`src/rtl/radiant_aux_ctrl.sv`:
```
// Framed, checksummed serial control front-end for the aux CPLD: SEL/BIST/DWELL register file,
// auto-scan sequencer across the LAB channels and a registered, polarity-corrected monitor mux.
module radiant_aux_ctrl #(
  parameter int unsigned      NCHAN     = 12,
  parameter int unsigned      SEL_W     = 4,
  parameter logic [NCHAN-1:0] MT_INVERT = 12'b010011100001,
  parameter logic [7:0]       SYNC      = 8'hA5,
  parameter int unsigned      PRESC_W   = 8
) (
  input  logic             CTRL_CLK,
  input  logic             CTRL_RST_N,
  input  logic             CTRL_DATA,
  input  logic             CTRL_VALID,
  input  logic [NCHAN-1:0] MON_IN,
  output logic             MON_OUT,
  output logic [SEL_W-1:0] SEL,
  output logic             BIST,
  output logic [2:0]       ANALOG_SEL,
  output logic             SCAN_ACTIVE,
  output logic             SCAN_DONE,
  output logic             FRAME_ERR,
  output logic [3:0]       LED
);
  localparam int unsigned CntW = PRESC_W + 8;

  typedef enum logic [1:0] {StHunt, StBody, StCheck} state_e;

  state_e           state_q, state_d;
  logic [7:0]       win_q, win_d;
  logic [15:0]      body_q, body_d;
  logic [3:0]       bitcnt_q, bitcnt_d;
  logic [SEL_W-1:0] sel_q, sel_d;
  logic             bist_q, bist_d;
  logic [2:0]       asel_q, asel_d;
  logic [7:0]       dwell_q, dwell_d;
  logic [7:0]       dwell_cur_q, dwell_cur_d;
  logic [CntW-1:0]  cnt_q, cnt_d;
  logic             scan_q, scan_d;
  logic             cont_q, cont_d;
  logic             done_q, done_d;
  logic             ferr_q, ferr_d;
  logic             mon_q, mon_d;

  logic [3:0]       f_addr, f_csum;
  logic [7:0]       f_data;
  logic             csum_ok, wr_ok, step, last_ch;
  logic [NCHAN-1:0] mon_fix;

  // Body is shifted in LSB first, so the earliest body bit ends up at body_q[0].
  assign f_addr  = body_q[3:0];
  assign f_data  = body_q[11:4];
  assign f_csum  = body_q[15:12];
  assign csum_ok = (f_csum == (f_addr ^ f_data[3:0] ^ f_data[7:4]));
  assign mon_fix = MON_IN ^ MT_INVERT;
  // Dwell snapshot makes a mid-scan DWELL write apply only from the next channel step.
  assign step    = scan_q && (cnt_q == {dwell_cur_q, {PRESC_W{1'b1}}});
  assign last_ch = (sel_q == SEL_W'(NCHAN - 1));

  always_comb begin
    case (f_addr)
      4'd0:             wr_ok = (32'(f_data[SEL_W-1:0]) < NCHAN);
      4'd1, 4'd2, 4'd3: wr_ok = 1'b1;
      default:          wr_ok = 1'b0;
    endcase
  end

  always_comb begin
    state_d     = state_q;
    win_d       = win_q;
    body_d      = body_q;
    bitcnt_d    = bitcnt_q;
    sel_d       = sel_q;
    bist_d      = bist_q;
    asel_d      = asel_q;
    dwell_d     = dwell_q;
    dwell_cur_d = dwell_cur_q;
    cnt_d       = cnt_q;
    scan_d      = scan_q;
    cont_d      = cont_q;
    done_d      = 1'b0;
    ferr_d      = 1'b0;
    mon_d       = mon_fix[sel_q];

    if (scan_q) begin
      if (step) begin
        cnt_d       = '0;
        dwell_cur_d = dwell_q;
        if (!last_ch) begin
          sel_d = sel_q + SEL_W'(1);
        end else if (cont_q) begin
          sel_d = '0;
        end else begin
          scan_d = 1'b0;
          done_d = 1'b1;
        end
      end else begin
        cnt_d = cnt_q + CntW'(1);
      end
    end

    unique case (state_q)
      StHunt: begin
        if (CTRL_VALID) begin
          win_d = {CTRL_DATA, win_q[7:1]};
          if ({CTRL_DATA, win_q[7:1]} == SYNC) begin
            state_d  = StBody;
            bitcnt_d = '0;
          end
        end
      end
      StBody: begin
        if (CTRL_VALID) begin
          body_d   = {CTRL_DATA, body_q[15:1]};
          bitcnt_d = bitcnt_q + 4'd1;
          if (bitcnt_q == 4'd15) state_d = StCheck;
        end
      end
      StCheck: begin
        state_d = StHunt;
        win_d   = '0;
        if (!csum_ok || !wr_ok) begin
          ferr_d = 1'b1;
        end else begin
          // A register write takes priority over a scan step landing in the same cycle.
          case (f_addr)
            4'd0: begin
              sel_d  = f_data[SEL_W-1:0];
              scan_d = 1'b0;
              done_d = 1'b0;
            end
            4'd1: begin
              bist_d = f_data[7];
              asel_d = f_data[2:0];
            end
            4'd2: begin
              done_d = 1'b0;
              if (f_data[0]) begin
                sel_d       = '0;
                cnt_d       = '0;
                scan_d      = 1'b1;
                cont_d      = f_data[1];
                dwell_cur_d = dwell_q;
              end else begin
                sel_d  = sel_q;
                scan_d = 1'b0;
              end
            end
            4'd3: begin
              dwell_d = f_data;
              if (step) dwell_cur_d = f_data;
            end
            default: ;
          endcase
        end
      end
      default: state_d = StHunt;
    endcase
  end

  always_ff @(posedge CTRL_CLK or negedge CTRL_RST_N) begin
    if (!CTRL_RST_N) begin
      state_q     <= StHunt;
      win_q       <= '0;
      body_q      <= '0;
      bitcnt_q    <= '0;
      sel_q       <= '0;
      bist_q      <= 1'b0;
      asel_q      <= '0;
      dwell_q     <= '0;
      dwell_cur_q <= '0;
      cnt_q       <= '0;
      scan_q      <= 1'b0;
      cont_q      <= 1'b0;
      done_q      <= 1'b0;
      ferr_q      <= 1'b0;
      mon_q       <= 1'b0;
    end else begin
      state_q     <= state_d;
      win_q       <= win_d;
      body_q      <= body_d;
      bitcnt_q    <= bitcnt_d;
      sel_q       <= sel_d;
      bist_q      <= bist_d;
      asel_q      <= asel_d;
      dwell_q     <= dwell_d;
      dwell_cur_q <= dwell_cur_d;
      cnt_q       <= cnt_d;
      scan_q      <= scan_d;
      cont_q      <= cont_d;
      done_q      <= done_d;
      ferr_q      <= ferr_d;
      mon_q       <= mon_d;
    end
  end

  assign MON_OUT     = mon_q;
  assign SEL         = sel_q;
  assign BIST        = bist_q;
  assign ANALOG_SEL  = asel_q;
  assign SCAN_ACTIVE = scan_q;
  assign SCAN_DONE   = done_q;
  assign FRAME_ERR   = ferr_q;
  assign LED         = bist_q ? {bist_q, asel_q} : 4'(sel_q);

endmodule

```
`config.mk`:
```
export PLATFORM = sky130hd
export DESIGN_NAME = radiant_aux_ctrl
export DESIGN_NICKNAME = d
export VERILOG_FILES = /design/src/rtl/radiant_aux_ctrl.sv
export SDC_FILE = /design/constraint.sdc
export NUM_CORES = 1
export LEC_CHECK = 0
export CORE_AREA = 3 3 119 86
export CTS_BUF_LIST = sky130_fd_sc_hd__clkbuf_16
export CTS_CLUSTER_SIZE = 16
export DETAILED_ROUTE_END_ITERATION = 10
export DIE_AREA = 0 0 122 89
export GPL_TIMING_DRIVEN = 0
export PLACE_DENSITY = 0.72
export SLEW_MARGIN = 20
export SYNTH_ARGS = -nofsm -noshare
export SYNTH_HDL_FRONTEND = slang
export SYNTH_SLANG_ARGS = --single-unit
```
`constraint.sdc`:
```
create_clock -name CTRL_CLK -period 2.4 [get_ports CTRL_CLK]
set_clock_uncertainty 0.05 [all_clocks]
set_input_delay 0.48 -clock CTRL_CLK [delete_from_list [all_inputs] [get_ports CTRL_CLK]]
set_output_delay 0.48 -clock CTRL_CLK [all_outputs]
set_load 0.02 [all_outputs]
```
; After elaboration in Yosys (flattened, before gate mapping)
; Index checks and enable logic that the tools add are counted.
[classes]
n_eq_ne = 15
n_bitwise = 4
addsub = 3
order_cmp = 2
n_mux = 53
n_reduce_logical = 17
[ops]
columns = op, count
row1 = 16-bit 2-to-1 mux, 6
row2 = 8-bit 2-to-1 mux, 7
row3 = 4-bit 2-to-1 mux, 11
row4 = 8-bit one-hot mux with 2 select lines, 2
row5 = 1-bit 2-to-1 mux, 17
row6 = 16-bit by 1-bit adder with 16-bit output (second input constant), 1
row7 = 16-bit == test, 1
row8 = 4-bit one-hot mux with 2 select lines, 2
row9 = 4-bit AND reduction, 3
row10 = 4-bit by 1-bit adder with 4-bit output (second input constant), 2
row11 = 4-bit by 2-bit == test with 1-bit output (second input constant), 2
row12 = 4-bit == test (second input constant), 2
row13 = 8-bit == test (second input constant), 1
row14 = 2-bit 2-to-1 mux, 4
row15 = 2-bit != test (second input constant), 4
row16 = 4-bit XOR, 2
row17 = 3-bit AND reduction, 2
row18 = 4-bit by 5-bit less-than comparator with 1-bit output (second input constant), 1
row19 = 5-bit inverter, 1
row20 = 1-bit binary-select mux with 4-bit select, 1
row21 = 4-bit by 1-bit == test with 1-bit output (second input constant), 1
row22 = 4-bit == test, 1
row23 = 4-bit zero test, 1
row24 = 4-bit less-than comparator (second input constant), 1
row25 = other kinds (14), 18
[word_totals]
output_inout_bits = 16
input_bits = 16
reg_bits = 75
elab_cells = 109

; Depth between registers and ports, before layout
[logic_depth]
word_depth = 8
ltp_mapped = 9
depth_no_buf = 7

; Worst setup path after synthesis
; Ideal clock, no wire load.
[synth_timing]
path_type = register to register
start = register body_q[11]
end = register asel_q[0], in the netlist ANALOG_SEL[0]
synth_period_minus_slack_ns = 2.412
stages_incl_launch_ff = 7
t_required_ns = 2.225
path_buffers = 1
arrival_time_ns = 2.237
path_slack_ns = -0.012
path_cell_list = dfrtp_1 > xnor3_1 > nand3_1 > or4_4 > or4_1 > buf_2 > mux2_4
[synth_via]
elab_chain_len = 6
[synth_rtl]
columns = element, line
row1 = from (decl), 30  ; logic [15:0] body_q, body_d;
row2 = from (signal assigned), 180  ; body_q <= body_d;
row3 = 4-bit XOR, 53  ; assign csum_ok = (f_csum == (f_addr ^ f_data[3:0] ^ f_data[7:4]));
row4 = 4-bit == test, 53
row5 = 1-bit zero test, 121  ; if (!csum_ok || !wr_ok) begin
row6 = 1-bit logical OR, 121
row7 = 1-bit inverter (no source line), -
row8 = 3-bit AND reduction (no source line), -
row9 = to (signal assigned), 184  ; asel_q <= asel_d;
row10 = to (decl), 34  ; logic [2:0] asel_q, asel_d;
; No other way between the ends.
; A chain may end at the register's enable or synchronous reset.

; Final worst setup path
[layout_timing]
start = register body_q[10]
end = register bist_q, in the netlist BIST
[layout_via]
elab_chain_len = 6
[layout_rtl]
columns = element, line
row1 = 4-bit XOR, 53
row2 = 4-bit == test, 53
row3 = 1-bit zero test, 121
row4 = 1-bit logical OR, 121
row5 = 1-bit inverter (no source line), -
row6 = 3-bit AND reduction (no source line), -
row7 = to (signal assigned), 183  ; bist_q <= bist_d;
row8 = to (decl), 33  ; logic bist_q, bist_d;
; No other way between the ends.

==> reports/qor.yml <==
status: "completed"
routed_wirelength_um: 8360
slowest_stage: "or4_4"
intPower_w: 0.00238
firstDrtPassIters: 4
routabilityCongestion: 0.810
start_kind: "flop"
drtIter0Drc: 238
cts_sinks: 74
crit_chain: "xnor2_2 -> xnor2_1 -> or4_4 -> or4_1 -> buf_4 -> mux2_4"
path_buf_inv: 1
wire_per_inst_um: 15.6
critical_path.max_fanout: 5
path_delay_family: "simple AND/OR/NAND/NOR gates"
min_period_ns: 2.34
antenna_found_initial: 0
via_per_inst: 5.33
pre_cts_slack_ns: -0.344
area_delta_synth_final_pct: 25.2
ys_warn_count: 0
initial_core_util_pct: 42.0
cts_tree: "yes"
power_leakage_nw: 2.17
synth-edff-count: 0
cts-root-buf: "clkbuf_16"
grt_pass1_wl_um: 14000
timing.fmax_mhz: 427
die_y_um: 89
max_stage_delay_ns: 0.55
power_w: 0.00316
fin_nets: 428
path_clk_slew_ns: 0.05
die_area_um2: 10900
yosysSeqAreaShare_pct: 48.5
die_x_um: 122
finalHoldViolCount: 0
core_um2: 9110
netlist_instances: 357
async_flop_share_pct: 100
grt_use_total_pct: 16.5
synth_area_per_cell_um2: 10.7
switching_share_pct: 24.6
hp-class: "flop to flop"
setup_viol: 0
synth.ff_latch_count: 74
final.setup.worst_slack_ns: 0.0584
grt_pass1_vias: 2892
vias: 2861
ios: 32
synth_flop_cell: "dfrtp_1"
htree_levels: 3
max-slew-margin-rel_pct: 60.4
port_buffers: 31
cap_violations: 0
synth_area_um2: 3820
pwr-share-clk_pct: 39.7
cp-end-kind: "flop"
yosysUniqueCellTypes: 53
grt-ovfl-total: 0
route.detailed.drc: 0
switchingPower_w: 0.000776
worstSetupPathType: "flop to flop"
placement_rows: 29
cts_buffer_depth: 2
whs_ns: 0.423
vdd_drop_max_mv: 0.391
pwr-share-seq_pct: 44.7
power_density_nw_per_um2: 660
crit_arrival_ns: 2.51
detail-route-antenna-nets: 0
hpwl_um: 5760
n_antenna_cell: 0
cts_made_buffers: 9
tns_ns: 0
drv_slew: 0
syn_nets: 376
drive_gt1_share_pct: 21.8
insertion_delay_ns: 0.33
critPathRequiredTime_ns: 2.56
tightest_slew_ns: 0.594
p_comb_share_pct: 15.6
period_share_pct: 97.6
grt_max_degree: 58
final_core_util_pct: 52.5
[cells in the mapped netlist, types with 2 or more instances]
| master | instances | area (µm²) |
|---|---|---|
| mux4_2 | 2 | 45.0 |
| ha_1 | 3 | 37.5 |
| a211oi_1 | 3 | 22.5 |
| dfrtp_1 | 74 | 1850 |
| and3_1 | 5 | 31.3 |
| xnor2_1 | 20 | 175 |
| a2bb2o_1 | 3 | 30.0 |
| nand2b_1 | 3 | 18.8 |
| a2bb2oi_1 | 2 | 17.5 |
| nand3b_1 | 2 | 15.0 |
| xor2_1 | 14 | 123 |
| nor3_1 | 6 | 30.0 |
| nor2b_1 | 11 | 68.8 |
| mux2_4 | 4 | 60.1 |
| a22o_1 | 3 | 26.3 |
| nand2_1 | 23 | 86.3 |
| or2_2 | 2 | 12.5 |
| inv_1 | 12 | 45.0 |
| a21oi_1 | 15 | 75.1 |
| nor2_1 | 30 | 113 |
| and4_1 | 3 | 26.3 |
| nand4_1 | 6 | 37.5 |
| mux2i_1 | 7 | 70.1 |
| a21o_1 | 4 | 30.0 |
| mux2_2 | 29 | 327 |
| o21ai_0 | 12 | 60.1 |
| nor3b_1 | 2 | 15.0 |
| a221o_1 | 3 | 30.0 |
| nand3_1 | 10 | 50.1 |
| a311oi_1 | 2 | 17.5 |
| buf_2 | 4 | 20.0 |
| clkbuf_1 | 16 | 60.1 |
| o22ai_1 | 2 | 12.5 |
[repair_timing]
item | 4_1_cts | 5_1_grt
setup endpoints to repair | 36 | 35
buffers inserted | 3 | 12
pin swaps | 2 | 1
hold endpoints to repair | 17 | 0
gates cloned | 0 | 0
hold buffers | 1 | 0
gates resized for setup | 9 | 18
[power groups by stage]
stage	clock (W)	sequential, W	combinational (W)
final	0.00125	0.00141	0.000491
after global routing	0.00135	0.00142	0.000540
after CTS	0.00129	0.00141	0.000429
after detailed placement	0	0.00143	0.000375
after global placement	0	0.00143	0.000359
after floorplan	0	0.00141	0.000268
[worst paths after layout]
kind / end / from / slack [ns] / depth (start not counted)
min in group asynchronous: win_q[4] / CTRL_RST_N / 0.52 / 2
worst max register to register: BIST / body_q[10] / 0.06 / 6
max in group asynchronous: SEL[1] / CTRL_RST_N / 1.22 / 3
worst max-delay path: BIST / body_q[10] / 0.06 / 6
worst min register to register: dwell_cur_q[5] / dwell_q[5] / 0.42 / 1
worst min-delay path: dwell_cur_q[5] / dwell_q[5] / 0.42 / 1
[per-stage QoR]
step / cells / instance area [µm²]
after global placement: 512 / 4290
after CTS: 526 / 4620
after floorplan: 357 / 3820
final: 537 / 4790
after detailed placement: 513 / 4310
after global routing: 537 / 4790
[cells by family after synthesis]
family / share of synthesized area, %
AOI/OAI and AO/OA: 10.4
and+or+nand+nor: 15.3
adders and majority gates: 0.982
DFF: 48.5
xor gates and xnor gates: 8.38
buffers and inverters: 3.37
muxes: 13.1
[metal layers]
layer | part of all wire, % | track usage, % | vias to the layer above
met4 | 1.9 | 7.22 | 0
met5 | 0 | 0 | -
li1 | - | - | 1358
met2 | 44 | 25.7 | 64
met1 | 50 | 22.2 | 1424
met3 | 4.3 | 3.92 | 15
[flip-flops by register name, indices dropped and copies added (netlist names)]
signal	count
body_q	16
BIST	1
ANALOG_SEL	3
win_q	7
dwell_cur_q	8
cont_q	1
SEL	4
cnt_q	16
state_q	2
SCAN_ACTIVE	1
FRAME_ERR	1
MON_OUT	1
dwell_q	8
SCAN_DONE	1
bitcnt_q	4
[final cells by class]
cell class	count	area [µm²]
buffer	14	67.6
clock buffer	9	225
clock inverter	6	50.0
fill	777	4320
inverter	12	45.0
multi-input combinational	250	1910
sequential	74	1860
tap	124	155
timing repair buffer	48	473
[placed cells by master, fill, tap and decap left out, types with 3 or more instances in the layout]
cell,count
mux2_4,4
a21oi_1,15
a21o_1,4
clkinv_1,3
xnor2_2,3
inv_1,13
dfrtp_1,67
mux2_2,29
and4_1,3
and3_1,5
nor3_1,4
a221o_1,3
xnor2_1,17
nand3_1,9
a22o_1,3
clkbuf_16,9
a211oi_1,3
mux2i_1,7
clkdlybuf4s50_1,29
dfrtp_2,7
clkbuf_1,9
nor2_1,30
xor2_1,14
o21ai_0,12
buf_4,16
ha_1,3
nand2b_1,3
nor2b_1,11
nand4_1,6
a2bb2o_1,3
nand2_1,23
[worst register-to-register path, delay by kind of cell (launching register included)]
family        cells  cell delay, ns
mux               1            0.29
xor+xnor          2            0.32
simple gates      2            0.95
flops             1            0.44
buf+inv           1            0.17
(Power assumes the default switching activity.)
